**src/rtl/posit_encode_3_es2.sv**
```systemverilog
// rtl/posit_encode_3_es2.sv - packs a raw posit sum record into an es=2 posit
// Three register stages: regime/exponent split, bit-vector build, RNE and saturation.
module posit_encode_3_es2 #(
  parameter int NBITS = 32,
  parameter int ES    = 2,
  parameter int FBITS = 31
) (
  input  logic               clk,
  input  logic               reset,
  input  logic               start,
  input  logic [FBITS+10:0]  in_sum,
  output logic [NBITS-1:0]   result,
  output logic               done
);

  localparam int KW  = 8 - ES;
  localparam int VW  = 2 * NBITS + 2;
  localparam int PAD = VW - 2 - ES - FBITS;
  localparam logic signed [KW-1:0] K_HI = KW'(NBITS - 2);
  localparam logic signed [KW-1:0] K_LO = -K_HI;

  logic              v1_q, v2_q, done_q;
  logic [NBITS-1:0]  result_q, result_d;

  // stage 1 decode
  logic signed [7:0]    scale;
  logic signed [KW-1:0] k_raw, k_d;
  logic                 hi_d, lo_d;

  logic                 sgn1_q, inf1_q, zero1_q, hi1_q, lo1_q;
  logic signed [KW-1:0] k1_q;
  logic [ES-1:0]        e1_q;
  logic [FBITS-1:0]     frac1_q;

  assign scale = in_sum[FBITS+9:FBITS+2];
  // the upper scale bits are exactly scale >>> ES
  assign k_raw = scale[7:ES];

  always_comb begin
    hi_d = 1'b0;
    lo_d = 1'b0;
    k_d  = k_raw;
    if (k_raw > K_HI) begin
      hi_d = 1'b1;
      k_d  = K_HI;
    end else if (k_raw < K_LO) begin
      lo_d = 1'b1;
      k_d  = K_LO;
    end
  end

  // stage 2 vector build
  logic [KW-2:0]          shamt;
  logic signed [VW-1:0]   seed, vec;
  logic [NBITS-2:0]       mag_d;
  logic                   guard_d, sticky_d;

  logic                   sgn2_q, inf2_q, zero2_q, hi2_q, lo2_q;
  logic [NBITS-2:0]       mag2_q;
  logic                   guard2_q, sticky2_q;

  // Seed is "10" for k>=0 and "01" for k<0; the arithmetic shift replicates the
  // leading bit so the regime grows to k+1 ones or -k zeros before its terminator.
  always_comb begin
    shamt    = k1_q[KW-1] ? ~k1_q[KW-2:0] : k1_q[KW-2:0];
    seed     = {~k1_q[KW-1], k1_q[KW-1], e1_q, frac1_q, {PAD{1'b0}}};
    vec      = seed >>> shamt;
    mag_d    = vec[VW-1 -: NBITS-1];
    guard_d  = vec[VW-NBITS];
    sticky_d = |vec[VW-NBITS-1:0];
  end

  // stage 3 rounding and packing
  logic [NBITS-2:0] mag_r;
  logic [NBITS-1:0] pos;
  logic             inc;

  always_comb begin
    inc   = guard2_q & (mag2_q[0] | sticky2_q) & ~(&mag2_q);
    mag_r = mag2_q + {{(NBITS-2){1'b0}}, inc};
    if (mag_r == '0) mag_r = {{(NBITS-2){1'b0}}, 1'b1};
    if (hi2_q)       mag_r = '1;
    if (lo2_q)       mag_r = {{(NBITS-2){1'b0}}, 1'b1};
    pos      = {1'b0, mag_r};
    result_d = sgn2_q ? -pos : pos;
    if (inf2_q)       result_d = {1'b1, {(NBITS-1){1'b0}}};
    else if (zero2_q) result_d = '0;
  end

  always_ff @(posedge clk) begin
    if (reset) begin
      v1_q     <= 1'b0;
      v2_q     <= 1'b0;
      done_q   <= 1'b0;
      result_q <= '0;
    end else begin
      v1_q   <= start ? 1'b1 : 1'b0;
      v2_q   <= v1_q;
      done_q <= v2_q;
      if (v2_q) result_q <= result_d;
    end
  end

  always_ff @(posedge clk) begin
    sgn1_q    <= in_sum[FBITS+10];
    inf1_q    <= in_sum[1];
    zero1_q   <= in_sum[0];
    hi1_q     <= hi_d;
    lo1_q     <= lo_d;
    k1_q      <= k_d;
    e1_q      <= scale[ES-1:0];
    frac1_q   <= in_sum[FBITS+1:2];
    sgn2_q    <= sgn1_q;
    inf2_q    <= inf1_q;
    zero2_q   <= zero1_q;
    hi2_q     <= hi1_q;
    lo2_q     <= lo1_q;
    mag2_q    <= mag_d;
    guard2_q  <= guard_d;
    sticky2_q <= sticky_d;
  end

  assign result = result_q;
  assign done   = done_q;

endmodule

```
**config.mk**
```make
export PLATFORM = sky130hd
export DESIGN_NAME = posit_encode_3_es2
export DESIGN_NICKNAME = d
export VERILOG_FILES = /design/src/rtl/posit_encode_3_es2.sv
export SDC_FILE = /design/constraint.sdc
export NUM_CORES = 1
export LEC_CHECK = 0
export CORE_ASPECT_RATIO = 2
export CORE_MARGIN = 2
export CORE_UTILIZATION = 55
export DETAILED_ROUTE_END_ITERATION = 8
export PLACE_DENSITY_LB_ADDON = 0.3
export SLEW_MARGIN = 25
export SYNTH_ARGS = -nofsm -noshare
export SYNTH_HDL_FRONTEND = slang
export SYNTH_SLANG_ARGS = --single-unit
```
**constraint.sdc**
```tcl
create_clock -name clk -period 8.8 [get_ports clk]
set_input_delay 0.88 -clock clk [delete_from_list [all_inputs] [get_ports clk]]
set_output_delay 0.88 -clock clk [all_outputs]
set_load 0.005 [all_outputs]
```
Yosys cells after proc, flatten, opt, wreduce, memory -nomap -nowiden

Index checks and enable logic that the tools add are counted.

Add/sub/neg operators: 2
Magnitude comparators: 2
Shift operators: 1
Multiplexer cells: 11
Bitwise logic cells: 6
Reductions and logical operators: 4

Operator list:

| kind                 | count |
|---|---|
| $mux W32             | 3 |
| $mux W31             | 3 |
| $sshr A66 B5 Y66     | 1 |
| $reduce_or A34 Y1    | 1 |
| $neg A31 Y32         | 1 |
| $add A31 B1 Y31      | 1 |
| $logic_not A31 Y1    | 1 |
| $reduce_and A31 Y1   | 1 |
| $gt A6 B6 Y1 const B | 1 |
| $lt A6 B6 Y1 const B | 1 |
| $mux W6              | 1 |
| $mux W5              | 1 |
| $not A5 Y5           | 1 |
| $mux W1              | 3 |
| $and A1 B1 Y1        | 2 |
| $not A1 Y1           | 2 |
| $reduce_or A2 Y1     | 1 |
| $or A1 B1 Y1         | 1 |

Bits in registers: 117
Input port bits: 45
Output and inout port bits: 33
Logic and storage cells: 47

Longest topological paths before layout

Depth after elaboration: 12
Depth in mapped cells: 26
Gate-level depth less buffers: 23

Least setup slack after synthesis

No wires, ideal clock.

Path kind: register to register
Start: reg mag2_q[12]
End: reg result_q[24], in the netlist result[24]
Arrival time: 4.975 ns
Slack: 3.768 ns
Cell stages (with the launch flop): 27
Clock period less this slack: 5.032 ns
Cells stage by stage: dfxtp_1 > nand2_1 > nor2_1 > clkbuf_1 > nand4_1 > nor2_1 > nor2_1 > ha_1 > ha_1 > buf_2 > nand2_2 > nor4_4 > nand3_1 > mux2_2 > o22a_1 > nand4_1 > o21ai_2 > inv_1 > ha_1 > nand3b_1 > or4_4 > or2_1 > buf_2 > or2_4 > nand2b_4 > a2111oi_2 > a211o_1

Cells in the longest elaborated chain, start to end: 12

RTL lines:

| element                | line | text |
|---|---|---|
| start, declared        | 59   | `logic [NBITS-2:0] mag2_q;` |
| start signal, assigned | 118  | `mag2_q <= mag_d;` |
| $reduce_and A31 Y1     | 79   | `inc = guard2_q & (mag2_q[0] \| sticky2_q) & ~(&mag2_q);` |
| $not A1 Y1             | 79   |  |
| $and A1 B1 Y1          | 79   |  |
| $add A31 B1 Y31 *      | 80   | `mag_r = mag2_q + {{(NBITS-2){1'b0}}, inc};` |
| $logic_not A31 Y1      | 81   | `if (mag_r == '0) mag_r = {{(NBITS-2){1'b0}}, 1'b1};` |
| $mux W31 *             | 81   |  |
| $mux W31 *             | 82   | `if (hi2_q) mag_r = '1;` |
| $mux W31 *             | 83   | `if (lo2_q) mag_r = {{(NBITS-2){1'b0}}, 1'b1};` |
| $neg A31 Y32           | 85   | `result_d = sgn2_q ? -pos : pos;` |
| $mux W32 *             | 85   |  |
| $mux W32 *             | 87   | `else if (zero2_q) result_d = '0;` |
| $mux W32 *             | 86   | `if (inf2_q) result_d = {1'b1, {(NBITS-1){1'b0}}};` |
| end signal, assigned   | 100  | `if (v2_q) result_q <= result_d;` |
| end, declared          | 23   | `logic [NBITS-1:0] result_q, result_d;` |

Every way passes the cells marked *; elsewhere a longest branch is shown, timed or not.
A chain may end at the register's enable or synchronous reset.

Final worst setup path

Ends and elaborated chain as after synthesis.

==> summary.md <==
| Metric | Value |
|---|---|
| Run status | `completed` |
| Fillers | `1053` |
| TritonCTS clock tree | `yes` |
| Setup Buffers After CTS | `0` |
| Pleak | `0.003237 uW` |
| Final hold violation count | `0` |
| DR WL/cell | `~20 um` |
| Root Driver | `clkbuf_16` |
| Syn avg cell area | `approximately 8.5 sq um` |
| Mapped Area | `~7100 sq um` |
| H-tree levels | `4` |
| Worst vdd ir | `~170 uV` |
| Tmin final | `approximately 6 ns` |
| Antenna Violating Nets Remaining | `0` |
| IO Port Bufs | `77` |
| Final nets | `926` |
| Die ar. | `13800 sq um` |
| Pin count of the biggest net entering global routing | `between 40 and 50` |
| DR WL met2 | `approximately 12 mm` |
| Final Max Slew Viols | `0` |
| Post-place setup slack | `2.854 ns` |
| Post-layout util | `67.81%` |
| Core area | `12550 sq um` |
| Die height | `164.1 um` |
| CTS buffer count | `17` |
| Logic pwr share | `a little under a third` |
| DRC viols | `0` |
| Post-synth top area cell | `dfxtp_1` |
| Internal cell power | `1281 uW` |
| Commonest cells after routing, fill and taps aside | `dfxtp_1, clkdlybuf4s50_1, nand2_1` |
| MaxCap Viol Count | `0` |
| M1 WL | `~6.3 mm` |
| Switching power | `684.4 uW` |
| Share of cells above drive strength 1 | `11.01%` |
| Hpwl dp | `16.57 mm` |
| Drt pass-1 iters | `5` |
| Yosys cell types | `73` |
| Congestion Overflow GR | `0` |
| CTS clk-pin slew, worst paths | `0.06 ns` |
| Worst min path class | `reg2reg` |
| Met3 wire len | `~760 um` |
| Vias post-DR | `6525` |
| Initial antenna violation count | `0` |
| Hold Buf Count CTS | `0` |
| Avg Vias per Cell | `6.274` |
| Row cnt | `between 50 and 60` |
| Longest Clk Path Bufs | `2` |
| Starting Density | `between 50% and 60%` |
| Global-route wire length before repair | `32.82 mm` |
| Vias in the first global route | `6654` |
| Crit path max fanout | `12` |
| Sequential Area | `2344 sq um` |
| Final hold slack | `0.3205 ns` |
| Area contributors post-synth | `dfxtp_1, mux2i_1, a21oi_1, mux4_2, o21ai_0` |
| Sequential-to-total area share from yosys stat | `33.21%` |
| Unrepaired setup endpoints after global routing | `false` |
| Post-Synthesis Cells | `827` |
| Setup WS post-layout | `2.790 ns` |
| Startpoint Class | `flop` |
| Tcrit/Tclk final | `between 60% and 70%` |
| Post-cts resize count | `0` |
| #FFs+latches synth | `around 120` |
| Clk_lat worst skew | `0.43 ns` |
| PwrDens | `230.8 nW/um^2` |
| Die width | `84.08 um` |
| Initial DRC count | `approximately 420` |
| Post-synth EDFFs | `0` |
| Clock share of power | `36.1%` |
| Total Routing Usage GR | `31.01%` |
| Most common cell after layout, fill and taps aside | `dfxtp_1` |
| Ant diodes | `0` |
| Fmax | `0.1664 GHz` |
| CTS sink cnt | `117` |
| Synth warnings | `0` |
| CP Class | `reg2reg` |
| Max Used Layer | `met4` |
| RD Place Congestion | `1.011` |
| Syn Nets | `876` |
| Most common flop cell mapped by yosys | `dfxtp_1` |
| Worst EP required | `9.18 ns` |
| Share of Yosys cell area claimed by the top area cell type | `33.21%` |
| Final setup TNS | `0 ns` |
| Worst Max-Slew Pin Slew | `0.9454 ns` |
| Multi-input gate area | `4468 sq um` |
| Critical Path End Type | `flop` |
| Overall power | `1965 uW` |
| Sequential share of power | `33.4%` |
| Sw frac | `between 30% and 40%` |
| Clock Skews | `between 0.01 and 0.015 ns` |
| CP arrival | `6.39 ns` |
| Slew margin rel. | `36.89%` |
| Final wirelength | `20.91 mm` |
| Area Growth Syn to Fin | `20.70%` |
| Top Ports | `78` |
| Share of async-settable or async-resettable flops after synthesis | `0%` |
| # setup viols final | `0` |
-- through the flow --
step	std cells	area [sq um]
after floorplan	827	7053
after global placement	1008	7911
after detailed placement	1008	7911
after CTS	1040	8512
after global routing	1040	8513
final	1040	8513
-- per-layer routing --
layer | global-route usage, % | vias up
met1 | 23.83 | 3057
li1 | - | 3138
met2 | 61.80 | 238
met4 | 29.18 | 0
met3 | 4.874 | 92
met5 | 0 | -
-- final timing paths --
check | startpoint | endpoint | slack (ns) | cells after the start
worst max-delay path | mag2_q[12] | result[24] | 2.79 | 23
worst min-delay path | lo1_q | lo2_q | 0.32 | 0
worst max register to register | mag2_q[12] | result[24] | 2.79 | 23
worst min register to register | lo1_q | lo2_q | 0.32 | 0
-- final cells by class --
class,count,area share (%)
clock buffer,20,5.247
clock inverter,12,1.808
inverter,16,0.7055
multi-input combinational,637,52.48
sequential,117,27.53
tap,150,2.205
timing repair buffer,88,10.02
-- synth_stat cells, types with 13 or more instances --
cell type / n
mux4_2: 13
nand2_1: 66
nand3_1: 22
nor4_1: 13
nand4_1: 20
dfxtp_1: 117
maj3_1: 13
nor3_1: 13
mux2i_1: 57
xnor2_1: 27
mux2_2: 16
a21oi_1: 61
xor2_1: 27
nor2_1: 65
clkbuf_1: 44
inv_1: 13
o21ai_0: 56
-- cell families (layout without fill, tap and decap cells) --
family | Yosys count | in the layout | share of synthesized area, %
AO/OA/AOI/OAI | 219 | 219 | 19.60
XOR/XNOR | 54 | 54 | 6.706
adder cells (fa/ha/maj) | 17 | 17 | 2.555
buffers and inverters | 73 | 136 | 4.187
flip-flops | 117 | 117 | 33.21
multiplexers | 86 | 86 | 14.80
AND/OR/NAND/NOR | 261 | 261 | 18.95
-- registers in the layout (all words and copies together) (netlist names), 2 cells and up --
signal / flops
result: 32
frac1_q: 31
mag2_q: 31
k1_q: 6
e1_q: 2
-- power groups by stage --
stage / Sequential [uW] / Combinational (uW) / Clock (uW)
floorplan: 629 / 445 / 0
global placement: 662 / 579 / 0
detailed placement: 665 / 584 / 0
CTS: 654 / 590 / 713
global route: 663 / 646 / 740
finish: 657 / 599 / 709
-- critical path: stages, from the launching register on --
cell and delay [ns]:
dfxtp_1 0.45, nand2_1 0.22, nor2_1 0.61, nand4_1 0.28, nor2_1 0.16, nor2_1 0.05, ha_1 0.25, ha_1 0.32
nand2_2 0.21, nor4_4 0.10, nand3_1 0.18, mux2_2 0.37, o22a_1 0.25, nand4_1 0.12, o21ai_2 0.16, inv_1 0.09
ha_1 0.19, nand3b_1 0.21, or4_4 0.49, or2_1 0.33, or2_4 0.27, nand2b_4 0.14, a2111oi_2 0.35, a211o_1 0.15
Power figures use the tool's default switching activity.
